## config.mk

```make
export PLATFORM = sky130hd
export DESIGN_NAME = mbist_repair_scan_ctrl
export DESIGN_NICKNAME = d
export VERILOG_FILES = /design/src/rtl/mbist_repair_scan_ctrl.sv
export SDC_FILE = /design/constraint.sdc
export NUM_CORES = 1
export LEC_CHECK = 0
export CORE_MARGIN = 2
export CORE_UTILIZATION = 44
export DETAILED_ROUTE_END_ITERATION = 12
export GPL_TIMING_DRIVEN = 0
export PLACE_DENSITY = 0.71
export SKIP_LAST_GASP = 1
export SYNTH_ARGS = -nofsm -noshare
export SYNTH_HDL_FRONTEND = slang
export SYNTH_SLANG_ARGS = --single-unit
```

## constraint.sdc

```tcl
create_clock -name clk -period 2 [get_ports clk]
set_clock_uncertainty 0.05 [all_clocks]
set_input_delay 0.4 -clock clk [delete_from_list [all_inputs] [get_ports clk]]
set_output_delay 0.4 -clock clk [all_outputs]
set_load 0.1 [all_outputs]
```

## src/rtl/mbist_repair_scan_ctrl.sv

```systemverilog
// mbist_repair_scan_ctrl
//   Sequencer for the serial scan chain of the MBIST repair-address table.
//   A command captures the repair entries into the chain (bist_load). The
//   controller then shifts the chain out one segment at a time through sdo
//   and hands each captured word to the host. In exchange mode, host words
//   are shifted in on sdi during the same shift cycles.
//
// Ports
//   clk, rst_n          clock, asynchronous active-low reset
//   cmd_valid/cmd_xchg  start request (taken in IDLE only); 1 = exchange
//   busy, done          operation in progress / one-cycle completion pulse
//   in_data/in_valid/in_ready    host word to shift in (exchange mode)
//   out_data/out_idx/out_valid/out_ready  captured entry back to the host
//   bist_load, bist_shift, sdi, sdo       scan-chain control and data
//
// Handshakes: a word moves on a rising edge where valid && ready are both
// high. Once the controller raises out_valid, it holds out_data/out_idx
// stable until that edge. in_ready and out_valid are decoded from state
// only, so neither depends combinationally on in_valid or out_ready.
module mbist_repair_scan_ctrl #(
  parameter int BIST_ERR_LIMIT = 4,
  parameter int SEG_WD         = 16,
  localparam int IDX_W = (BIST_ERR_LIMIT > 1) ? $clog2(BIST_ERR_LIMIT) : 1
) (
  input  logic              clk,
  input  logic              rst_n,
  input  logic              cmd_valid,
  input  logic              cmd_xchg,
  output logic              busy,
  output logic              done,
  input  logic [SEG_WD-1:0] in_data,
  input  logic              in_valid,
  output logic              in_ready,
  output logic [SEG_WD-1:0] out_data,
  output logic [IDX_W-1:0]  out_idx,
  output logic              out_valid,
  input  logic              out_ready,
  output logic              bist_load,
  output logic              bist_shift,
  output logic              sdi,
  input  logic              sdo
);

  localparam int BIT_W = $clog2(SEG_WD);
  localparam logic [BIT_W-1:0] LAST_BIT = BIT_W'(SEG_WD - 1);
  localparam logic [IDX_W-1:0] LAST_SEG = IDX_W'(BIST_ERR_LIMIT - 1);

  typedef enum logic [2:0] {
    S_IDLE,
    S_LOAD,
    S_WAIT_IN,
    S_SHIFT,
    S_PRESENT,
    S_DONE
  } state_t;

  state_t            state;
  state_t            state_nx;
  logic              mode;
  logic [IDX_W-1:0]  seg_cnt;
  logic [BIT_W-1:0]  bit_cnt;
  logic [SEG_WD-1:0] rx_sr;
  logic [SEG_WD-1:0] tx_sr;

  always_ff @(posedge clk or negedge rst_n) begin
    if (!rst_n) begin
      state   <= S_IDLE;
      mode    <= 1'b0;
      seg_cnt <= '0;
      bit_cnt <= '0;
      rx_sr   <= '0;
      tx_sr   <= '0;
    end else begin
      state <= state_nx;
      case (state)
        S_IDLE: begin
          if (cmd_valid) begin
            mode    <= cmd_xchg;
            seg_cnt <= '0;
          end
        end
        S_WAIT_IN: begin
          if (in_valid) tx_sr <= in_data;
        end
        S_SHIFT: begin
          // sdo is sampled on the same edge the chain shifts, so this
          // captures the pre-shift tail bit.
          rx_sr   <= {rx_sr[SEG_WD-2:0], sdo};
          tx_sr   <= {tx_sr[SEG_WD-2:0], 1'b0};
          bit_cnt <= (bit_cnt == LAST_BIT) ? '0 : bit_cnt + 1'b1;
        end
        S_PRESENT: begin
          if (out_ready && (seg_cnt != LAST_SEG)) seg_cnt <= seg_cnt + 1'b1;
        end
        default: ;
      endcase
    end
  end

  always_comb begin
    state_nx = state;
    case (state)
      S_IDLE:    if (cmd_valid) state_nx = S_LOAD;
      S_LOAD:    state_nx = mode ? S_WAIT_IN : S_SHIFT;
      S_WAIT_IN: if (in_valid) state_nx = S_SHIFT;
      S_SHIFT:   if (bit_cnt == LAST_BIT) state_nx = S_PRESENT;
      S_PRESENT: begin
        if (out_ready) begin
          if (seg_cnt == LAST_SEG) state_nx = S_DONE;
          else                     state_nx = mode ? S_WAIT_IN : S_SHIFT;
        end
      end
      S_DONE:    state_nx = S_IDLE;
      default:   state_nx = S_IDLE;
    endcase
  end

  // Every output is a decode of registered state, so nothing glitches on
  // host-side inputs. The chain emits entry BIST_ERR_LIMIT-1 first, hence
  // the reversed index.
  assign busy       = (state != S_IDLE);
  assign done       = (state == S_DONE);
  assign bist_load  = (state == S_LOAD);
  assign bist_shift = (state == S_SHIFT);
  assign in_ready   = (state == S_WAIT_IN);
  assign out_valid  = (state == S_PRESENT);
  assign out_data   = (state == S_PRESENT) ? rx_sr : '0;
  assign out_idx    = (state == S_PRESENT) ? (LAST_SEG - seg_cnt) : '0;
  assign sdi        = (state == S_SHIFT) & mode & tx_sr[SEG_WD-1];

endmodule
```

; ---- Word level (Yosys, flattened, before mapping)
; Cells that the tools add are included.
[totals]
regBits = 42
in_bits = 23
out_inout_bits = 25
elab_cells = 48
[classes]
addsub = 3
eq_ne = 13
n_mux = 15
bitwise_logic = 2
n_reduce_logical = 9
[op_table]
columns = cell, n
row1 = two-way mux 16 bit, 2
row2 = one-hot mux 16 bit (2 select lines), 1
row3 = two-way mux 3 bit, 5
row4 = one-hot mux 3 bit (5 select lines), 1
row5 = == test 3 x 2 -> 1 bit (second input constant), 2
row6 = == test 3 bit (second input constant), 2
row7 = two-way mux 2 bit, 3
row8 = != test 2 x 1 -> 1 bit (second input constant), 3
row9 = != test 2 bit (second input constant), 3
row10 = adder 4 x 1 -> 4 bit (second input constant), 1
row11 = == test 4 bit (second input constant), 1
row12 = two-way mux 4 bit, 1
row13 = one-hot mux 2 bit (2 select lines), 1
row14 = AND reduction 2 bit, 2
row15 = AND reduction 4 bit, 1
row16 = nonzero test 2 bit, 2
row17 = == test 3 x 1 -> 1 bit (second input constant), 1
row18 = logical NOT 3 bit, 1
row19 = AND reduction 3 bit, 1
row20 = nonzero test 3 bit, 1
row21 = adder 2 x 1 -> 2 bit (second input constant), 1
row22 = AND 1 bit, 2
row23 = == test 2 bit (second input constant), 1
row24 = subtractor 2 bit (first input constant), 1
row25 = 2 further kinds, 2

; ---- Logic depth before layout (Yosys ltp)
; Gate-level depths: netlist (run 1).
[depth]
depth_word = 4
depth_mapped = 6
depth_no_buf = 5

; ---- Worst setup path after synthesis (run 1)
; No wires, ideal clock.
[synth_timing]
path_type = register to output
from = reg state[1]
to = out bist_load
arrival_ps = 2804
setup_slack_ps = -1254
stages_incl_launch_ff = 3
n_path_buf = 1
path_cell_list = dfrtp_1 > buf_2 > nor3b_1
[synth_between]
elab_chain_cells = 1
[synth_lines]
columns = item, line_no
row1 = start: declaration, 57  ; state_t state;
row2 = start signal: assignment, 74  ; state <= state_nx;
row3 = == test 3 x 1 -> 1 bit, 123  ; assign bist_load = (state == S_LOAD);
row4 = end: declaration, 38  ; output logic bist_load,
; Every way passes these cells.

; ---- Worst setup path in the final report (run 1)
[layout_timing]
from = reg state[0]
to = out out_data[11]
[layout_between]
elab_chain_cells = 2
[layout_lines]
columns = item, line_no
row1 = == test 3 bit, 127  ; assign out_data = (state == S_PRESENT) ? rx_sr : '0;
row2 = two-way mux 16 bit, 127
row3 = end: declaration, 34  ; output logic [SEG_WD-1:0] out_data,
; Every way passes these cells.

==> metrics, run 1 <==
Post-Synthesis Cells=approximately 200; r2r setup slk=between 300 and 400 ps; WHS Endpoint=bit_cnt[3]; YS warnings=0; reg2reg start=state[1]; Crit path required time=roughly 1600 ps; root buf cell=clkbuf_8; RSZ-0062 raised after global routing=true; leakage power=1.55 nW; first-pass GRT wire length=about 7400 um; # diodes=0; routability cong.=roughly 0.76; Max Cap Viol=0; RR Endpoint=tx_sr[15]; Vias=roughly 1600; HP Class=register to register; hpwl dp=slightly above 3000 um; Hold Path Origin=bit_cnt[3]; final period utilization=1.00; deepest clock path buffer count=2; Seq/Total Area, Yosys=0.477; die outline area=5590 um2; Sw Share=0.383; status=finished, violations left; Final setup viols=1; initial antenna violation count=0; Arr. time, crit path=~1600 ps; Max-slew headroom=0.679; Die Y=about 75 um; CP Launch Type=register; Post-synth EDFFs=0; Initial DRT Pass Iterations=4; Worst-Margin Slew=485 ps; nets=290; final wirelength=4740 um; hold_ws=roughly 430 ps; I/O Buffers=between 40 and 50; share of cells above drive strength 1=0.419; Final min period=between 2000 and 2500 ps; pins over their slew limit=0; gr usage total=0.173; die span in x=roughly 75 um; core area=4790 um2; Num CTS Buffers=5; worst-path fanout max=5; GR Overflow Total=0; largest net degree at the start of global routing=30; drt initial violations=45; cell area after layout=roughly 3200 um2; Core Rows=25; violated checks=setup timing; Yosys reg bits=42; Post-synth ARST share=1.00; CTS tree=built; dpl cell area=approximately 2800 um2; post-synth cell types=39; top_reg_cell synth=dfrtp_1; crit path kind=register to primary output; area delta synth->final=47.0%; Avg Cell Area, Syn=approximately 11 um2; Setup WS post-layout=-0.612 ps; Worst Hold Path Cells=1; Crit. End Element=primary output; Worst-Skew Late Latency=between 200 and 300 ps; number of global-route vias before repair=~1600; Routed WL per cell=14.3 um; final-report hold violation count=0; pwr dens=between 1000 and 1500 nW/um2; synthesized area=between 2000 and 2500 um2; Logic pwr share=0.518; Fmax achieved=500 MHz; R2R depth=6; Clock transition at path regs=80 ps; Final ANT Viol Nets=0; Initial Util=0.461; # IOs=48; # clock sinks=42; Reg power frac=0.333; Peak VDD IR=~800 uV; Int Pwr=2.84 mW; Switch Pwr=between 1.5 and 2 mW; vias per cell=between 4 and 5; DR DRC count=0; H-tree Lvls=2; clock network power share=0.149; syn nets=228
sequential cells by signal, summed over array words and instances (netlist names):
| signal | cells |
|---|---|
| seg_cnt | 2 |
| tx_sr | 16 |
| state | 3 |
| mode | 1 |
| rx_sr | 16 |
| bit_cnt | 4 |
final cells by class:
cell class,instances,area [um2]
inverter,5,26.3
buffer,10,85.1
clock buffer,6,82.6
sequential,42,1050
multi-input combinational,145,1140
timing repair buffer,56,736
tap,67,83.8
fill,370,1540
clock inverter,1,30.0
worst max-delay path, cell delays in order (launching register included):
cell and delay (ps):
dfrtp_2 460, nor2_4 170, nand2_4 80, inv_6 90, clkbuf_16 140, and2_4 150, buf_12 160
timing repair:
action	CTS	global route
endpoints found under the hold margin	13	0
buffers inserted	3	3
pin swaps	1	3
hold buffers	1	0
cloned	0	1
endpoints found under the setup margin	25	21
gates resized for setup	194	31
cells in the mapped netlist, drive strengths merged (2+ instances only):
library cell	number	area, um2
nand3b	2	18.8
and2	16	100
o21ai	4	20.0
ha	2	25.0
buf	9	66.3
nand2b	3	26.3
nor3b	2	15.0
nand2	57	214
mux2	31	443
mux2i	3	30.0
a21oi	2	10.0
clkbuf	2	7.51
inv	5	18.8
xnor2	2	17.5
nor2	7	33.8
dfrtp	42	1050
cells by family (layout without fill, tap and decap cells):
family / after synthesis / after routing / share of synthesized area
xor+xnor: 2 / 2 / 0.00795
simple gates: 95 / 95 / 0.212
buf+inv: 16 / 78 / 0.0420
mux: 34 / 34 / 0.215
flops: 42 / 42 / 0.477
compound gates: 12 / 12 / 0.0352
fa+ha+maj: 2 / 2 / 0.0113
layout by cell type, fill, tap and decap left out, drive strengths merged, types with 2 or more instances in the layout:
cell type      synthesis  final
o21ai                  4      4
nand2b                 3      3
dfrtp                 42     42
nor3b                  2      2
clkbuf                 2     10
mux2i                  3      3
inv                    5      5
buf                    9     40
clkdlybuf4s50          0     21
a21oi                  2      2
nand3b                 2      2
nor2                   7      7
mux2                  31     31
ha                     2      2
nand2                 57     57
xnor2                  2      2
and2                  16     16
through the flow:
step	power (mW)	TNS [ps]	std cells	setup WS, ps	util
floorplan	3.30	-1160	203	-442	-
global placement	3.70	-44490	317	-930	0.588
detailed placement	3.75	-17830	318	-920	0.591
CTS	4.59	-2140	329	-178	0.648
global route	4.89	-512	332	-52.0	0.677
finish	4.60	-0.612	332	-0.612	0.677
how the worst max path moves through the flow:
stage / slack, ps / start / end
after floorplan: -440 / state[1] / out_idx[0]
after global placement: -930 / state[1] / out_data[13]
after detailed placement: -920 / state[1] / out_data[9]
after CTS: -180 / state[1] / out_data[14]
after global routing: -50 / state[0] / out_data[11]
final: -0.6 / state[0] / out_data[11]
power groups by stage:
stage	combinational, mW	sequential, mW	clock (mW)
after floorplan	1.86	1.44	0
after global placement	2.20	1.50	0
after detailed placement	2.23	1.51	0
after CTS	2.38	1.51	0.699
after global routing	2.57	1.59	0.729
final	2.38	1.53	0.687
per-layer routing:
layer	vias to the layer above	wire length, um	global-route usage
li1	792	-	-
met1	788	2140	0.230
met2	43	2320	0.273
met3	5	252	0.0509
met4	0	36	0.0536
met5	-	0	0
Note: power is estimated with default switching activity, not from simulation.
==> run 2, diff against run 1 <==
--- a/config.mk
+++ b/config.mk
@@ -5,7 +5,8 @@
 export SDC_FILE = /design/constraint.sdc
 export NUM_CORES = 1
 export LEC_CHECK = 0
-export CORE_MARGIN = 2
+export ABC_CLOCK_PERIOD_IN_PS = 2000
+export CORE_MARGIN = 8
 export CORE_UTILIZATION = 44
 export DETAILED_ROUTE_END_ITERATION = 12
 export GPL_TIMING_DRIVEN = 0
==> metrics, run 2 (synthesis gave the netlist of run 1 again) <==
status=finished, violations left; violated checks=setup timing; worst-path fanout max=6; Initial DRT Pass Iterations=4; Clock transition at path regs=~80 ps; root buf cell=clkbuf_8; Arr. time, crit path=approximately 1600 ps; Worst-Margin Slew=around 490 ps; Vias=around 1700; RSZ-0062 raised after global routing=true; I/O Buffers=47; Final ANT Viol Nets=0; Crit. End Element=primary output; area delta synth->final=49.0%; Num CTS Buffers=5; Crit path required time=approximately 1600 ps; Fill cells=approximately 350; routed length on met2=between 2000 and 3000 um; deepest clock path buffer count=2; leakage power=around 1.6 nW; crit path kind=register to primary output; pins over their slew limit=0; Die Y=just under 90 um; reg2reg start=state[1]; CTS tree=built; Reg area=around 1100 um2; M1 WL=2390 um; die span in x=~87 um; Pwr Total=4.70 mW; Bufs and invs on worst path=4; largest net degree at the start of global routing=31; CP Launch Type=register; most common cell after layout, fill and taps aside=nand2_1; r2r setup slk=270 ps; Max Used Layer=met4; Final setup viols=10; GR Overflow Total=0; Setup WS post-layout=-72.4 ps; DR WL met3=321 um; Max Cap Viol=0; Initial Util=0.461; die outline area=~7500 um2; pwr dens=between 1000 and 1500 nW/um2; final period utilization=1.04; Final min period=between 2000 and 2500 ps; most frequent cells in the layout=nand2_1 (56), dfrtp_1 (40), mux2_4 (25), clkdlybuf4s50_1 (21), buf_12 (19); Fmax achieved=483 MHz; nets=a little under 300; R2R depth=7; DR DRC count=0; vias per cell=between 4 and 5; CP delay by family, top=buffers and inverters; combined area of the multi-input logic cells=1140 um2; # diodes=0; Regs by FF count=rx_sr: 16 flops, tx_sr: 16 flops, bit_cnt: 4 flops; crit path from=state[1]; first-pass GRT wire length=~8600 um; Routed WL per cell=15.6 um; # clock sinks=42; gr usage total=0.144; Worst path max stage delay=~430 ps; Worst-Skew Late Latency=between 200 and 300 ps; hpwl dp=roughly 3400 um; Max-slew headroom=0.678; Worst Hold Path Cells=1; RR Endpoint=tx_sr[14]; number of global-route vias before repair=1806; drt initial violations=between 80 and 90; Core Rows=25; core area=4790 um2; final wirelength=between 5000 and 6000 um; worst slack, placed=-955 ps; routability cong.=a little under 0.8; CP Capture Point=out_data[11]; Peak VDD IR=approximately 960 uV; initial antenna violation count=0; # IOs=48; HP Class=register to register; CP Depth=7; CP max stage cell=dfrtp_2; Cell Chain, Critical Path=buf_6, nor2_4, nand2_4, inv_6, clkbuf_16, and2_4, buf_12; share of cells above drive strength 1=0.426; H-tree Lvls=2; final-report hold violation count=0; fin util=0.687
-- run 2: metrics by stage --
step / area, um2 / TNS, ps / instances / hold WS [ps]
2_1_floorplan: 2260 / -1160 / 203 / 54.4
3_3_place_gp: 2810 / -44280 / 317 / 404
3_5_place_dp: 2830 / -19020 / 318 / 268
4_1_cts: 3130 / -834 / 336 / 435
5_1_grt: 3290 / -1250 / 339 / 477
6_report: 3290 / -529 / 339 / 435
-- run 2: power by group --
group | switching [mW] | internal (mW)
registers | 0.286 | 1.24
clock network | 0.286 | 0.374
logic | 1.24 | 1.28
-- run 2: how the worst min path moves through the flow --
stage                      end        from  slack [ps]
floorplan           bit_cnt[0]       rst_n          50
global placement     rx_sr[15]   rx_sr[15]         400
detailed placement        mode       rst_n         270
CTS                 bit_cnt[3]  bit_cnt[3]         430
global route        bit_cnt[3]  bit_cnt[3]         480
finish              bit_cnt[3]  bit_cnt[3]         430
-- run 2: repair_timing --
| item | 4_1_cts | 5_1_grt |
|---|---|---|
| hold endpoints to repair | 12 | 0 |
| gates cloned | 1 | 1 |
| buffers inserted | 8 | 2 |
| endpoints found under the setup margin | 25 | 21 |
| resized for setup | 197 | 31 |
| hold buffers | 1 | 0 |
| pin swaps | 2 | 2 |
-- run 2: worst register-to-register path, delay by kind of cell, from the launching register on --
family / cells / cell delay [ps]
buffers and inverters: 4 / 500
AND/OR/NAND/NOR: 1 / 80
flip-flops: 1 / 430
multiplexers: 2 / 560
-- run 2: layer usage --
layer	GRT usage	vias to the layer above
met5	0	-
met4	0.0423	0
met3	0.0529	5
met2	0.226	44
met1	0.179	823
li1	-	807
-- run 2: final cells by class --
type,instances,share of cell area
repair inverters,1,0.00228
clock buffers,7,0.0232
plain buffers,11,0.0305
well taps,67,0.0255
clock inverters,1,0.00914
flip-flops and latches,42,0.321
multi-input cells,145,0.348
repair buffers,60,0.233
inverters,5,0.00724
==> run 3, diff against run 2 <==
--- a/config.mk
+++ b/config.mk
@@ -7,10 +7,11 @@
 export LEC_CHECK = 0
 export ABC_CLOCK_PERIOD_IN_PS = 2000
 export CORE_MARGIN = 8
-export CORE_UTILIZATION = 44
+export CORE_UTILIZATION = 31
+export CTS_CLUSTER_DIAMETER = 80
 export DETAILED_ROUTE_END_ITERATION = 12
 export GPL_TIMING_DRIVEN = 0
-export PLACE_DENSITY = 0.71
+export PLACE_DENSITY_LB_ADDON = 0.25
 export SKIP_LAST_GASP = 1
 export SYNTH_ARGS = -nofsm -noshare
 export SYNTH_HDL_FRONTEND = slang
==> metrics, run 3 (synthesis gave the netlist of run 1 again) <==
gr usage total=0.106; first-pass GRT wire length=8630 um; final setup TNS=0 ps; most common cell after layout, fill and taps aside=nand2_1; core area=6830 um2; Reg power frac=0.332; largest net degree at the start of global routing=27; Worst Hold Path Cells=1; Fmax achieved=504 MHz; die span in x=around 100 um; Int Pwr=2.84 mW; Setup WS post-layout=14.3 ps; most frequent cells in the layout=nand2_1 (56), dfrtp_1 (40), mux2_4 (25), clkdlybuf4s50_1 (21); r2r setup slk=roughly 370 ps; RSZ-0062 raised after global routing=true; Worst-Skew Late Latency=~290 ps; pins over their slew limit=0; DR DRC count=0; leakage power=approximately 1.5 nW; fin cells=364; nets=between 200 and 300; CTS tree=built; root buf cell=clkbuf_8; number of global-route vias before repair=about 1700; reg2reg start=state[2]; dpl cell area=2860 um2; clock network power share=0.143; Final ANT Viol Nets=0; crit path kind=register to primary output; # clock sinks=42; vias per cell=4.45; Regs by FF count=rx_sr: 16 flops, tx_sr: 16 flops, bit_cnt: 4 flops; cell area after layout=3200 um2; GR Overflow Total=0; Max Cap Viol=0; Core Rows=30; final period utilization=0.993; hold_ws=between 400 and 500 ps; Routed WL per cell=between 10 and 15 um; pwr dens=1440 nW/um2; Pwr Total=between 4 and 5 mW; Die Y=between 100 and 150 um; hpwl dp=3470 um; final-report hold violation count=0; status=complete, no violations; Crit path required time=~1600 ps; Arr. time, crit path=1540 ps; drt initial violations=55; Vias=1621; area delta synth->final=45.1%; # IOs=48; Fill cells=between 600 and 700; H-tree Lvls=2; CP Capture Point=sdi; crit path from=state[2]; worst-path fanout max=10; R2R depth=5; HP Class=register to register; M2 GR Usage=0.162; deepest clock path buffer count=2; Peak VDD IR=614 uV; Crit. End Element=primary output; initial antenna violation count=0; Initial DRT Pass Iterations=5; layer with the highest usage=met2; share of cells above drive strength 1=0.425; RR Endpoint=tx_sr[9]; fin util=0.468; Placed Cells=approximately 350; I/O Buffers=47; final wirelength=roughly 5000 um; Final setup viols=0; die outline area=10100 um2; Clock transition at path regs=around 80 ps; Final min period=a little under 2000 ps; met3 usage=0.0443; worst slack, placed=-916 ps; routability cong.=roughly 0.76; M1 GR Usage=0.131; Logic pwr share=0.525; Num CTS Buffers=5; Initial Util=0.323; # diodes=0; CP Launch Type=register; Worst-Margin Slew=slightly below 500 ps; Max-slew headroom=0.672; Switch Pwr=between 1.5 and 2 mW; Sw Share=0.384
## run 3: timing repair
| action | 4_1_cts | 5_1_grt |
|---|---|---|
| cloned | 1 | 0 |
| pin swaps | 1 | 2 |
| hold buffers | 1 | 0 |
| hold endpoints to repair | 6 | 0 |
| setup endpoints to repair | 25 | 23 |
| setup buffers | 5 | 2 |
| resized for setup | 183 | 23 |
## run 3: how the worst min path moves through the flow
stage	startpoint	end	slack [ps]
2_1_floorplan	rst_n	bit_cnt[0]	50
3_3_place_gp	bit_cnt[3]	bit_cnt[3]	410
3_5_place_dp	rst_n	mode	320
4_1_cts	bit_cnt[3]	bit_cnt[3]	440
5_1_grt	bit_cnt[3]	bit_cnt[3]	460
6_report	bit_cnt[3]	bit_cnt[3]	440
## run 3: worst max-delay path, cell delays in order, from the launching register on
cell      delay [ps]
dfrtp_1          390
nand3b_4         170
inv_2             80
buf_8            110
buf_8            120
and3_4           200
buf_12           170
## run 3: area by class of cell
class,count,area (um2),share of cell area
inverter,5,21.3,0.00665
clock buffer,5,68.8,0.0215
sequential,42,1050,0.329
timing repair buffer,56,647,0.202
timing repair inverter,1,7.51,0.00235
multi-input combinational,145,1140,0.356
tap,96,120,0.0376
clock inverter,3,40.0,0.0125
buffer,11,100,0.0313
## run 3: routing by layer
| layer | part of all wire | vias up | routed length (um) |
|---|---|---|---|
| met5 | 0 | - | 0 |
| li1 | - | 800 | - |
| met3 | 0.083 | 5 | 414 |
| met2 | 0.45 | 37 | 2250 |
| met4 | 0.013 | 0 | 65 |
| met1 | 0.45 | 779 | 2260 |
## run 3: power by group through the flow
stage	Sequential [mW]	Clock (mW)	Combinational, mW
2_1_floorplan	1.44	0	1.86
3_3_place_gp	1.52	0	2.22
3_5_place_dp	1.53	0	2.25
4_1_cts	1.53	0.683	2.43
5_1_grt	1.59	0.710	2.63
6_report	1.53	0.658	2.42
